**src/rtl/shift_reg_ctrl_pkg.sv**
```systemverilog
// Shared types for shift_reg_ctrl: FSM state encoding and beat-counter sizing.
package shift_reg_ctrl_pkg;

    typedef enum logic [1:0] {
        ST_IDLE  = 2'b00,
        ST_SHIFT = 2'b01,
        ST_PAR   = 2'b10,
        ST_DONE  = 2'b11
    } state_t;

    function automatic int cnt_width(input int width);
        return (width < 2) ? 1 : $clog2(width);
    endfunction

endpackage

```
**src/rtl/shift_reg_core.sv**
```systemverilog
// WIDTH-bit load/shift register: parallel load has priority over right shift with zero fill.
module shift_reg_core #(
    parameter int WIDTH = 4
) (
    input  logic             i_clk,
    input  logic             i_rst,
    input  logic             i_load,
    input  logic             i_shift,
    input  logic [WIDTH-1:0] i_din,
    output logic [WIDTH-1:0] o_q
);

    logic [WIDTH-1:0] r_q;

    always_ff @(posedge i_clk or posedge i_rst) begin
        if (i_rst) begin
            r_q <= '0;
        end else if (i_load) begin
            r_q <= i_din;
        end else if (i_shift) begin
            r_q <= {1'b0, r_q[WIDTH-1:1]};
        end
    end

    assign o_q = r_q;

endmodule

```
**src/rtl/shift_reg_ctrl.sv**
```systemverilog
// Parallel-in, LSB-first serial-out controller around shift_reg_core.
// Define SHIFT_REG_CTRL_PARITY_EN to append an even-parity beat after the data beats.
module shift_reg_ctrl
    import shift_reg_ctrl_pkg::*;
#(
    parameter int WIDTH = 4
) (
    input  logic             clk,
    input  logic             reset,
    input  logic             in_valid,
    input  logic [WIDTH-1:0] din,
    output logic             in_ready,
    output logic             sout,
    output logic             sout_valid,
    input  logic             sout_ready,
    output logic             busy,
    output logic             done,
    output logic [WIDTH-1:0] par_out
);

    localparam int            CW   = cnt_width(WIDTH);
    localparam logic [CW-1:0] LAST = CW'(WIDTH - 1);

    state_t           r_state;
    logic [CW-1:0]    r_cnt;
    logic             w_accept;
    logic             w_beat;
    logic             w_last;
    logic [WIDTH-1:0] w_q;

    assign w_accept = in_valid && (r_state == ST_IDLE);
    assign w_beat   = (r_state == ST_SHIFT) && sout_ready;
    assign w_last   = (r_cnt == LAST);

    shift_reg_core #(.WIDTH(WIDTH)) u_core (
        .i_clk   (clk),
        .i_rst   (reset),
        .i_load  (w_accept),
        .i_shift (w_beat),
        .i_din   (din),
        .o_q     (w_q)
    );

    // Counter holds at LAST on the final beat so it never needs a WIDTH-valued code.
    always_ff @(posedge clk or posedge reset) begin
        if (reset) begin
            r_state <= ST_IDLE;
            r_cnt   <= '0;
        end else begin
            case (r_state)
                ST_IDLE: begin
                    if (in_valid) begin
                        r_state <= ST_SHIFT;
                        r_cnt   <= '0;
                    end
                end
                ST_SHIFT: begin
                    if (sout_ready) begin
                        if (w_last) begin
`ifdef SHIFT_REG_CTRL_PARITY_EN
                            r_state <= ST_PAR;
`else
                            r_state <= ST_DONE;
`endif
                        end else begin
                            r_cnt <= r_cnt + CW'(1);
                        end
                    end
                end
                ST_PAR: begin
`ifdef SHIFT_REG_CTRL_PARITY_EN
                    if (sout_ready) begin
                        r_state <= ST_DONE;
                    end
`else
                    r_state <= ST_IDLE;
`endif
                end
                ST_DONE: r_state <= ST_IDLE;
                default: r_state <= ST_IDLE;
            endcase
        end
    end

`ifdef SHIFT_REG_CTRL_PARITY_EN
    logic r_parity;

    always_ff @(posedge clk or posedge reset) begin
        if (reset) begin
            r_parity <= 1'b0;
        end else if (w_accept) begin
            r_parity <= ^din;
        end
    end

    assign sout       = ((r_state == ST_SHIFT) && w_q[0]) ||
                        ((r_state == ST_PAR) && r_parity);
    assign sout_valid = (r_state == ST_SHIFT) || (r_state == ST_PAR);
`else
    assign sout       = (r_state == ST_SHIFT) && w_q[0];
    assign sout_valid = (r_state == ST_SHIFT);
`endif

    assign in_ready = (r_state == ST_IDLE);
    assign busy     = (r_state != ST_IDLE);
    assign done     = (r_state == ST_DONE);
    assign par_out  = w_q;

endmodule

```
**config.mk**
```make
export PLATFORM = sky130hd
export DESIGN_NAME = shift_reg_ctrl
export DESIGN_NICKNAME = d
export VERILOG_FILES = /design/src/rtl/shift_reg_ctrl_pkg.sv /design/src/rtl/shift_reg_core.sv /design/src/rtl/shift_reg_ctrl.sv
export SDC_FILE = /design/constraint.sdc
export NUM_CORES = 1
export LEC_CHECK = 0
export BUFFER_PORTS_ARGS = -buffer_cell sky130_fd_sc_hd__buf_2
export CORE_AREA = 4 4 41 43
export DETAILED_ROUTE_END_ITERATION = 10
export DIE_AREA = 0 0 45 47
export SYNTH_ARGS = -nofsm -noshare
export SYNTH_HDL_FRONTEND = slang
export SYNTH_SLANG_ARGS = --single-unit
export TNS_END_PERCENT = 1
```
**constraint.sdc**
```tcl
create_clock -name clk -period 1.75 [get_ports clk]
set_input_delay 0 -clock clk [delete_from_list [all_inputs] [get_ports clk]]
set_output_delay 0 -clock clk [all_outputs]
set_load 0.02 [all_outputs]
```
### After elaboration in Yosys (flattened, before gate mapping)

Cells that the tools add are included.

| word-level totals | value |
|---|---|
| logic and storage cells | 32 |
| output and inout port bits | 9 |
| input bits | 8 |
| register bits after elaboration | 8 |

| cells by class | value |
|---|---|
| muxes and demuxes | 10 |
| reduce and logical (&&, ||, !) cells | 10 |
| equal/unequal tests | 8 |
| add/subtract/negate cells | 1 |

Operator list:

| cell | count |
|---|---|
| 2-to-1 mux 2 bit | 6 |
| 2-to-1 mux 4 bit | 2 |
| == test 2 bit, second input constant | 3 |
| case mux 2 bit (3 select lines) | 1 |
| nonzero test 2 bit | 3 |
| inequality test 2 x 1 -> 1 bit, second input constant | 2 |
| inequality test 2 bit, second input constant | 2 |
| case mux 2 bit (2 select lines) | 1 |
| AND reduction 4 bit | 1 |
| logical AND 1 bit | 3 |
| AND reduction 3 bit | 1 |
| adder 2 x 1 -> 2 bit, second input constant | 1 |
| == test 2 x 1 -> 1 bit, second input constant | 1 |
| zero test 2 bit | 1 |
| OR reduction 2 bit | 1 |

### Longest topological paths before layout

Gate-level depths: netlist of run 1.

| logic depth | value |
|---|---|
| depth after elaboration | 4 |
| mapped depth | 4 |
| gate-level depth less buffers | 4 |

### By module

A second synthesis of run 1 with hierarchy kept.

| second synthesis, totals | value |
|---|---|
| cells, all modules | 43 |
| area, all modules | 419.2 um2 |

By module, submodules not included:

| module | cells an instance | area each (um2) | instances |
|---|---|---|---|
| shift_reg_ctrl | 26 | 244.0 | 1 |
| shift_reg_core | 17 | 175.2 | 1 |

### Least setup slack after synthesis of run 1

No wires, ideal clock.

| path | value |
|---|---|
| kind | flip-flop to flip-flop |
| from | reg r_cnt[0] |
| to | reg r_cnt[0] |
| path slack | 0.453 ns |
| stages on the path, launching flop included | 5 |
| path buffers | 0 |
| arrival | 1.172 ns |
| cells stage by stage | dfrtp_1 -> ha_1 -> and4bb_1 -> nor2_2 -> mux2_4 |

| between the ends | value |
|---|---|
| longest elaborated chain between the ends | 4 |
| elaborated cells on any way between the ends | 7 |
| classes of those cells | 1 x add/sub; 2 x eq/ne; 3 x mux; 1 x reduce/logical |

RTL lines:

| element | RTL line | source |
|---|---|---|
| from (decl) | shift_reg_ctrl.sv:25 | `logic [CW-1:0] r_cnt;` |
| from (signal assigned) | shift_reg_ctrl.sv:66 | `r_cnt <= r_cnt + CW'(1);` |
| adder 2 x 1 -> 2 bit | shift_reg_ctrl.sv:66 |  |
| 2-to-1 mux 2 bit | shift_reg_ctrl.sv:59 | `if (w_last) begin` |
| 2-to-1 mux 2 bit | shift_reg_ctrl.sv:58 | `if (sout_ready) begin` |
| case mux 2 bit (2 select lines) | shift_reg_ctrl.sv:50 | `case (r_state)` |

Parallel ways exist; a longest one is shown, timed or not. The select of a mux whose other input is x is not followed.
A chain may end at the register's enable or synchronous reset.

### Worst setup path in the final report of run 1

Same ends and word-level chain as after synthesis.

==> results of run 1 <==
## cell type report
type	instances	area, um2
tap	15	18.8
sequential	8	200
inverter	2	7.51
multi-input combinational	28	190
clock buffer	3	22.5
timing repair buffer	21	128
fill	130	734
## cells by family (layout without fill, tap and decap cells)
logic type | count (synthesis) | in the layout | synth area share
mux | 1 | 1 | 0.0377
compound gates | 8 | 8 | 0.138
simple gates | 18 | 18 | 0.270
fa+ha+maj | 1 | 1 | 0.0314
buf+inv | 2 | 26 | 0.0189
flops | 8 | 8 | 0.503
## routing by layer
metal / up-vias / global-route usage / routed length (um)
met4: 0 / 0.0702 / 24
met2: 16 / 0.127 / 332
met3: 4 / 0.0268 / 79
met5: - / 0 / 0
li1: 185 / - / -
met1: 154 / 0.115 / 386
## cells in the mapped netlist
cell,count,area share
and2_1,2,0.031
a21oi_1,3,0.038
nor2b_1,1,0.016
and4bb_1,1,0.031
nand2_1,6,0.057
inv_1,2,0.019
a2bb2oi_1,3,0.066
nor2_2,1,0.016
ha_1,1,0.031
and2_2,1,0.019
and3b_1,1,0.022
o21ai_0,1,0.013
nor2_1,3,0.028
a22o_1,1,0.022
mux2_4,1,0.038
dfrtp_1,8,0.50
nand3b_1,1,0.019
nor3b_2,1,0.031
## flip-flops by register name, summed over array words and instances, names as in the netlist
signal,cells
u_core.o_q,4
r_cnt,2
r_state,2
## placed cells by master (no fill, tap or decap)
| master | n |
|---|---|
| buf_4 | 1 |
| and3b_1 | 1 |
| and2_1 | 2 |
| o21ai_0 | 1 |
| dfrtp_1 | 8 |
| nand3b_1 | 1 |
| mux2_4 | 1 |
| nand2_1 | 6 |
| inv_1 | 2 |
| ha_1 | 1 |
| a22o_1 | 1 |
| nor2_1 | 3 |
| clkbuf_4 | 3 |
| dlygate4sd3_1 | 4 |
| nor2_2 | 1 |
| buf_2 | 16 |
| a21oi_1 | 3 |
| nor3b_2 | 1 |
| a2bb2oi_1 | 3 |
| and4bb_1 | 1 |
| and2_2 | 1 |
| nor2b_1 | 1 |
## worst max-delay path: stages (launching register included)
cell and delay, ns:
dfrtp_1 0.40, ha_1 0.21, and4bb_1 0.32, nor2_2 0.05, mux2_4 0.25
## repair_timing
item                                   in CTS  in global routing
hold buffers                                4                  0
setup endpoints to repair                   0                  0
endpoints found under the hold margin      11                  0
## path summary, 6_finish.rpt
kind                                      startpoint                   endpoint  slack, ns  depth (start not counted)
worst max-delay path            r_cnt[0]$_DFFE_PP0P_       r_cnt[0]$_DFFE_PP0P_       0.40                          4
worst min register to register  r_cnt[1]$_DFFE_PP0P_       r_cnt[1]$_DFFE_PP0P_       0.51                          1
min in group asynchronous                      reset  u_core.o_q[2]$_DFFE_PP0P_       0.23                          3
worst max register to register  r_cnt[0]$_DFFE_PP0P_       r_cnt[0]$_DFFE_PP0P_       0.40                          4
max in group asynchronous                      reset       r_cnt[0]$_DFFE_PP0P_       1.28                          3
worst min-delay path                          din[0]  u_core.o_q[0]$_DFFE_PP0P_      0.002                          2
## report_power, final
part           internal [mW]  switching (mW)
clock network         0.0783          0.0608
registers              0.261          0.0685
logic                  0.205           0.246
## stage by stage
stage          total power [mW]  area (um2)  cells
2_1_floorplan             0.640         398     38
3_3_place_gp              0.773         504     70
3_5_place_dp              0.781         504     70
4_1_cts                   0.932         567     77
5_1_grt                   0.991         567     77
6_report                  0.919         567     77
==> results.json, run 1 <==
{
  "outcome": "finished clean",
  "fp.dieArea_mm2": 0.00212,
  "finalCriticalPeriod_ns": 1.35,
  "hold_slack_ns": 0.00203,
  "fp.dieH_um": 47,
  "hpwl_um": 641,
  "rows": 13,
  "mappedNetlistArea_um2": 398,
  "slew_violations": 0,
  "p_leak_nw": 0.289,
  "ant_nets": 0,
  "maxCapViolCount": 0,
  "vias": 359,
  "finalSetupViolCount": 0,
  "finalHoldViolCount": 0,
  "wl_per_cell_um": 10.7,
  "arrival_ns": 1.49,
  "peakVddDrop_mv": 0.714,
  "yosys_warnings": 0,
  "drc_errors": 0,
  "end_kind": "flip-flop",
  "cts.sinks": 8,
  "p_per_area_mw_per_mm2": 1620,
  "syn_nets": 47,
  "slew_headroom": 0.789,
  "drtIter0Drc": 1,
  "clock_skew_ns": 0.00134,
  "max_freq_mhz": 738,
  "ys_seq_area_frac": 0.503,
  "postLayoutCoreUtil": 0.436,
  "antenna_cells": 0,
  "cts_buffer_depth": 2,
  "grt_max_degree": 9,
  "start_kind": "flip-flop",
  "avgViaCountPerCell": 4.66,
  "dr.pass1.iters": 2,
  "ios": 17,
  "port_buffers": 16,
  "syn_avg_cell_area_um2": 10.5,
  "crit_path_max_fanout": 3,
  "finalSetupTns_ns": 0,
  "required_ns": 1.89,
  "yosys_register_bits": 8,
  "start_util": 0.306,
  "syn_inst": 38,
  "h-tree-depth": 1,
  "grt_pass1_wl_mm": 1.33,
  "holdCritPathClass": "in -> reg",
  "min_period_over_period": 0.774,
  "pre_cts_ws_ns": 0.398,
  "die_x_um": 45,
  "wl_um": 823,
  "num-nets-final": 73,
  "rsz0062_at_grt": "no",
  "grt_pass1_vias": 316,
  "worst_pin_slew_ns": 0.317,
  "design.core.area_mm2": 0.00130,
  "grt_usage": 0.0903,
  "clk_latency_ns": 0.25,
  "cts_made_buffers": 3,
  "syn2layout_area_growth_pct": 42.5,
  "finalWorstSetupSlack_ns": 0.395,
  "drive_above_1_share": 0.387,
  "cts_tree": "built",
  "cts_root_buf": "clkbuf_4",
  "crit_type": "reg -> reg",
  "clkTransAtPathRegs_ns": 0.05,
  "postCtsSetupBuffers": 0,
  "yosysUniqueCellTypes": 18,
  "grt_antenna_before_repair": 0,
  "gp_congestion": 0.714,
  "postCtsResizedCells": 0,
  "grt_overflow": 0
}
No activity file was read; power rests on OpenSTA's default activity.
==> inputs of run 2 (changes only) <==
==> constraint.sdc (replaced) <==
create_clock -name clk -period 1.3 [get_ports clk]
set_input_delay 0 -clock clk [delete_from_list [all_inputs] [get_ports clk]]
set_output_delay 0 -clock clk [all_outputs]
set_load 0.02 [all_outputs]
==> run 2 against run 1 <==
Global-route usage is 0.64 points higher; sequential share of layout area is 2.7 points lower; wire length is 11% higher; power is 46% higher; non-clock buffer count is 6 higher; core utilization is 3.7 points higher; worst setup slack worse by 0.36 ns; sequential cell count stayed put; worst hold slack better by 0.023 ns; design area is 8.4% higher; largest cell class unchanged.
==> results.json, run 2 (same netlist as run 1, synthesis figures left out) <==
{
  "outcome": "finished clean",
  "wl_met1_um": 413,
  "dr.pass1.iters": 4,
  "clock_skew_ns": 0.00121,
  "p_leak_nw": 0.317,
  "syn2layout_area_growth_pct": 54.4,
  "fillers": 131,
  "hpwl_um": 657,
  "ios": 17,
  "wl_met3_um": 94,
  "grt_max_degree": 9,
  "finalWorstSetupSlack_ns": 0.0361,
  "clkTransAtPathRegs_ns": 0.06,
  "wl_met2_um": 409,
  "design.core.area_mm2": 0.00130,
  "fin_cells": 83,
  "die_x_um": 45,
  "end_kind": "flip-flop",
  "holdCritPathClass": "in -> reg",
  "gp_congestion": 0.705,
  "drive_above_1_share": 0.456,
  "cts_buffer_depth": 2,
  "slew_headroom": 0.797,
  "p_total_mw": 1.34,
  "largest_register_ffs": 4,
  "wl_per_cell_um": 11.0,
  "final_cell_mix": "buf_2 (16), dfrtp_1 (8), buf_4 (7)",
  "cts_made_buffers": 3,
  "crit_path_max_fanout": 2,
  "wl_um": 917,
  "cts.sinks": 8,
  "rsz0062_at_grt": "no",
  "drtIter0Drc": 14,
  "fp.dieH_um": 47,
  "maxCapViolCount": 0,
  "slew_violations": 0,
  "layout_commonest_cell": "buf_2",
  "rows": 13,
  "max_freq_mhz": 791,
  "drc_errors": 0,
  "cts_tree": "built",
  "crit_type": "reg -> reg",
  "finalSetupTns_ns": 0,
  "grt_overflow": 0,
  "finalHoldViolCount": 0,
  "start_kind": "flip-flop",
  "grt_pass1_vias": 312,
  "ant_nets": 0,
  "postLayoutCoreUtil": 0.472,
  "grt_pass1_wl_mm": 1.39,
  "port_buffers": 16,
  "arrival_ns": 1.40,
  "antenna_cells": 0,
  "avgViaCountPerCell": 4.71,
  "place_inst": 74,
  "start_util": 0.306,
  "fp.dieArea_mm2": 0.00212,
  "grt_antenna_before_repair": 0,
  "routed.top_layer": "met3",
  "pre_cts_ws_ns": 0.0169,
  "num-nets-final": 79,
  "grt_usage": 0.0966,
  "finalSetupViolCount": 0,
  "required_ns": 1.44,
  "h-tree-depth": 1,
  "worst_pin_slew_ns": 0.304,
  "cts_root_buf": "clkbuf_4",
  "vias": 391,
  "peakVddDrop_mv": 0.919,
  "clk_latency_ns": 0.25,
  "finalCriticalPeriod_ns": 1.26,
  "p_per_area_mw_per_mm2": 2190,
  "min_period_over_period": 0.972
}
run 2: layer usage:
| metal | GRT usage | vias to the layer above |
|---|---|---|
| met5 | 0 | - |
| met4 | 0.0877 | 0 |
| met3 | 0.0345 | 0 |
| met2 | 0.116 | 25 |
| met1 | 0.131 | 169 |
| li1 | - | 197 |
run 2: area by class of cell:
cell class,count,area (um2),area share
clock buffers,3,22.5,0.0367
inverters,2,7.51,0.0122
multi-input cells,28,193,0.314
flip-flops and latches,8,200,0.326
well taps,15,18.8,0.0305
repair buffers,27,173,0.281
run 2: repair_timing:
item | in CTS | in global routing
hold buffers | 4 | 0
setup buffers | 0 | 2
hold endpoints to repair | 11 | 0
resized for setup | 0 | 1
setup endpoints to repair | 0 | 2
run 2: stage by stage:
step	hold slack (ns)	instance area (um2)
after floorplan	-0.184	398
after global placement	-0.0357	534
after detailed placement	-0.0389	534
after CTS	0.0115	597
after global routing	0.0124	614
final	0.0255	614
run 2: worst max-delay path, stage by stage, from the launching register on:
cell	delay (ns)
dfrtp_1	0.38
ha_2	0.18
and4bb_1	0.28
nor2_2	0.05
mux2_4	0.26
run 2: report_power, final:
group          switching, mW  internal, mW
clock                 0.0837         0.106
sequential            0.0662         0.351
combinational          0.381         0.356
run 2: final timing paths:
kind	slack, ns	end	startpoint	cells after the start
hold / removal	0.03	u_core.o_q[2]$_DFFE_PP0P_	din[2]	2
min in group asynchronous	0.23	r_cnt[0]$_DFFE_PP0P_	reset	3
setup reg to reg	0.04	r_cnt[0]$_DFFE_PP0P_	r_cnt[0]$_DFFE_PP0P_	4
max in group asynchronous	0.84	u_core.o_q[1]$_DFFE_PP0P_	reset	3
setup / recovery	0.04	r_cnt[0]$_DFFE_PP0P_	r_cnt[0]$_DFFE_PP0P_	4
hold reg to reg	0.51	r_cnt[1]$_DFFE_PP0P_	r_cnt[1]$_DFFE_PP0P_	1
==> inputs of run 3 (changes only) <==
--- a/config.mk
+++ b/config.mk
@@ -7,8 +7,10 @@
 export LEC_CHECK = 0
 export BUFFER_PORTS_ARGS = -buffer_cell sky130_fd_sc_hd__buf_2
 export CORE_AREA = 4 4 41 43
+export CTS_BUF_LIST = sky130_fd_sc_hd__clkbuf_16
 export DETAILED_ROUTE_END_ITERATION = 10
 export DIE_AREA = 0 0 45 47
+export REMOVE_ABC_BUFFERS = 1
 export SYNTH_ARGS = -nofsm -noshare
 export SYNTH_HDL_FRONTEND = slang
 export SYNTH_SLANG_ARGS = --single-unit
==> run 3 against run 2 <==
Clock power rose to 2.7 times the previous value; worst setup slack improved by 0.0035 ns; register-to-register slack barely moved; sequential cell count did not move; count of clock-buffer cells in the layout did not move; non-clock buffer count fell by 4; clock skew fell by 0.00060 ns; worst hold slack got worse by 0.0098 ns; combinational power fell by 5.3%; first-iteration DRC count fell by 50%; core utilization rose by 1.5 points; fmax rose by 0.28%.
==> results.json, run 3 (same netlist as run 1, synthesis figures left out) <==
{
  "clk_latency_ns": 0.23,
  "syn2layout_area_growth_pct": 59.4,
  "holdCritPathClass": "in -> reg",
  "cpPeakStageDelay_ns": 0.37,
  "fin_area_um2": 634,
  "finalHoldViolCount": 0,
  "arrival_ns": 1.37,
  "num-nets-final": 75,
  "rows": 13,
  "finalSetupTns_ns": 0,
  "crit_path_max_fanout": 2,
  "maxCapViolCount": 0,
  "cts_made_buffers": 3,
  "fp.dieArea_mm2": 0.00212,
  "avgViaCountPerCell": 4.73,
  "finalWorstSetupSlack_ns": 0.0396,
  "min_period_over_period": 0.970,
  "grt_usage": 0.0974,
  "grt_pass1_vias": 302,
  "slew_violations": 0,
  "postCtsSetupBuffers": 0,
  "wl_per_cell_um": 11.2,
  "required_ns": 1.41,
  "wl_um": 882,
  "final_cell_mix": "buf_2 (15), dfrtp_1 (8), nand2_1 (6), buf_4 (6)",
  "ant_nets": 0,
  "finalSetupViolCount": 0,
  "grt_pass1_wl_mm": 1.37,
  "grt_max_degree": 9,
  "grt_antenna_before_repair": 0,
  "hpwl_um": 657,
  "cts_root_buf": "clkbuf_16",
  "p_per_area_mw_per_mm2": 2600,
  "ff2ff_setup_slack_ns": 0.04,
  "pre_cts_ws_ns": 0.0169,
  "largest_register_ffs": 4,
  "cts.sinks": 8,
  "antenna_cells": 0,
  "gp_congestion": 0.705,
  "outcome": "finished clean",
  "port_buffers": 16,
  "finalCriticalPeriod_ns": 1.26,
  "rsz0062_at_grt": "no",
  "vias": 374,
  "grt_overflow": 0,
  "clock_skew_ns": 0.000613,
  "max_freq_mhz": 793,
  "dr.pass1.iters": 4,
  "path_buf_inv": 0,
  "cts_tree": "built",
  "crit_slowest_cell": "dfrtp_1",
  "fp.dieH_um": 47,
  "drtIter0Drc": 7,
  "crit_type": "reg -> reg",
  "crit_chain": "ha_2, and4bb_1, nor2_2, mux2_4",
  "drive_above_1_share": 0.453,
  "drc_errors": 0,
  "placed_area_um2": 534,
  "end_kind": "flip-flop",
  "slew_headroom": 0.800,
  "layout_commonest_cell": "buf_2",
  "ios": 17,
  "worst_pin_slew_ns": 0.299,
  "clkTransAtPathRegs_ns": 0.04,
  "cts_buffer_depth": 2,
  "start_util": 0.306,
  "start_kind": "flip-flop",
  "peakVddDrop_mv": 1.19,
  "p_leak_nw": 0.322,
  "h-tree-depth": 1,
  "die_x_um": 45,
  "critPathTopFamily": "flip-flops",
  "design.core.area_mm2": 0.00130
}
==> run 3: cell count changes in the layout (fill, tap and decap cells not counted), sizes merged <==
cell	delta
buf	-2
dlygate4sd3	-2
==> run 3: path summary, 6_finish.rpt <==
kind,startpoint,to,depth (start not counted)
min in group asynchronous,reset,u_core.o_q[0]$_DFFE_PP0P_,3
setup / recovery,r_cnt[0]$_DFFE_PP0P_,r_cnt[0]$_DFFE_PP0P_,4
setup reg to reg,r_cnt[0]$_DFFE_PP0P_,r_cnt[0]$_DFFE_PP0P_,4
hold reg to reg,r_cnt[1]$_DFFE_PP0P_,r_cnt[1]$_DFFE_PP0P_,1
max in group asynchronous,reset,r_state[0]$_DFFE_PP0P_,3
hold / removal,in_valid,r_state[0]$_DFFE_PP0P_,3
==> run 3: power breakdown <==
group / internal [mW] / total, mW / switching (mW)
Clock: 0.397 / 0.519 / 0.122
Combinational: 0.338 / 0.699 / 0.361
Sequential: 0.352 / 0.429 / 0.0767
Total: 1.09 / 1.65 / 0.560
==> run 3: worst reg2reg max path, stage by stage, from the launching register on <==
cell      delay (ns)
dfrtp_1         0.37
ha_2            0.18
and4bb_1        0.28
nor2_2          0.05
mux2_4          0.26
==> run 3: final cells by class <==
type	count	area [um2]
multi-input combinational	28	193
fill	125	667
clock buffer	3	75.1
timing repair buffer	23	140
tap	15	18.8
inverter	2	7.51
sequential	8	200
==> run 3: metal layers <==
metal | up-vias | global-route usage | routed length [um]
met4 | 0 | 0.0877 | 22
met3 | 3 | 0.0498 | 100
met5 | - | 0 | 0
met1 | 165 | 0.129 | 395
li1 | 187 | - | -
met2 | 19 | 0.110 | 363
==> run 3: repair_timing <==
item                       in CTS  in global routing
hold endpoints to repair        9                  0
hold buffers                    2                  0
resized for setup               0                  2
setup endpoints to repair       0                  2
==> run 3: metrics by stage <==
step	total power [mW]	util	cells	hold WS, ns
2_1_floorplan	0.861	-	38	-0.184
3_3_place_gp	1.11	0.411	74	-0.0357
3_5_place_dp	1.11	0.411	74	-0.0389
4_1_cts	1.65	0.484	79	0.0195
5_1_grt	1.74	0.488	79	0.0397
6_report	1.65	0.488	79	0.0158
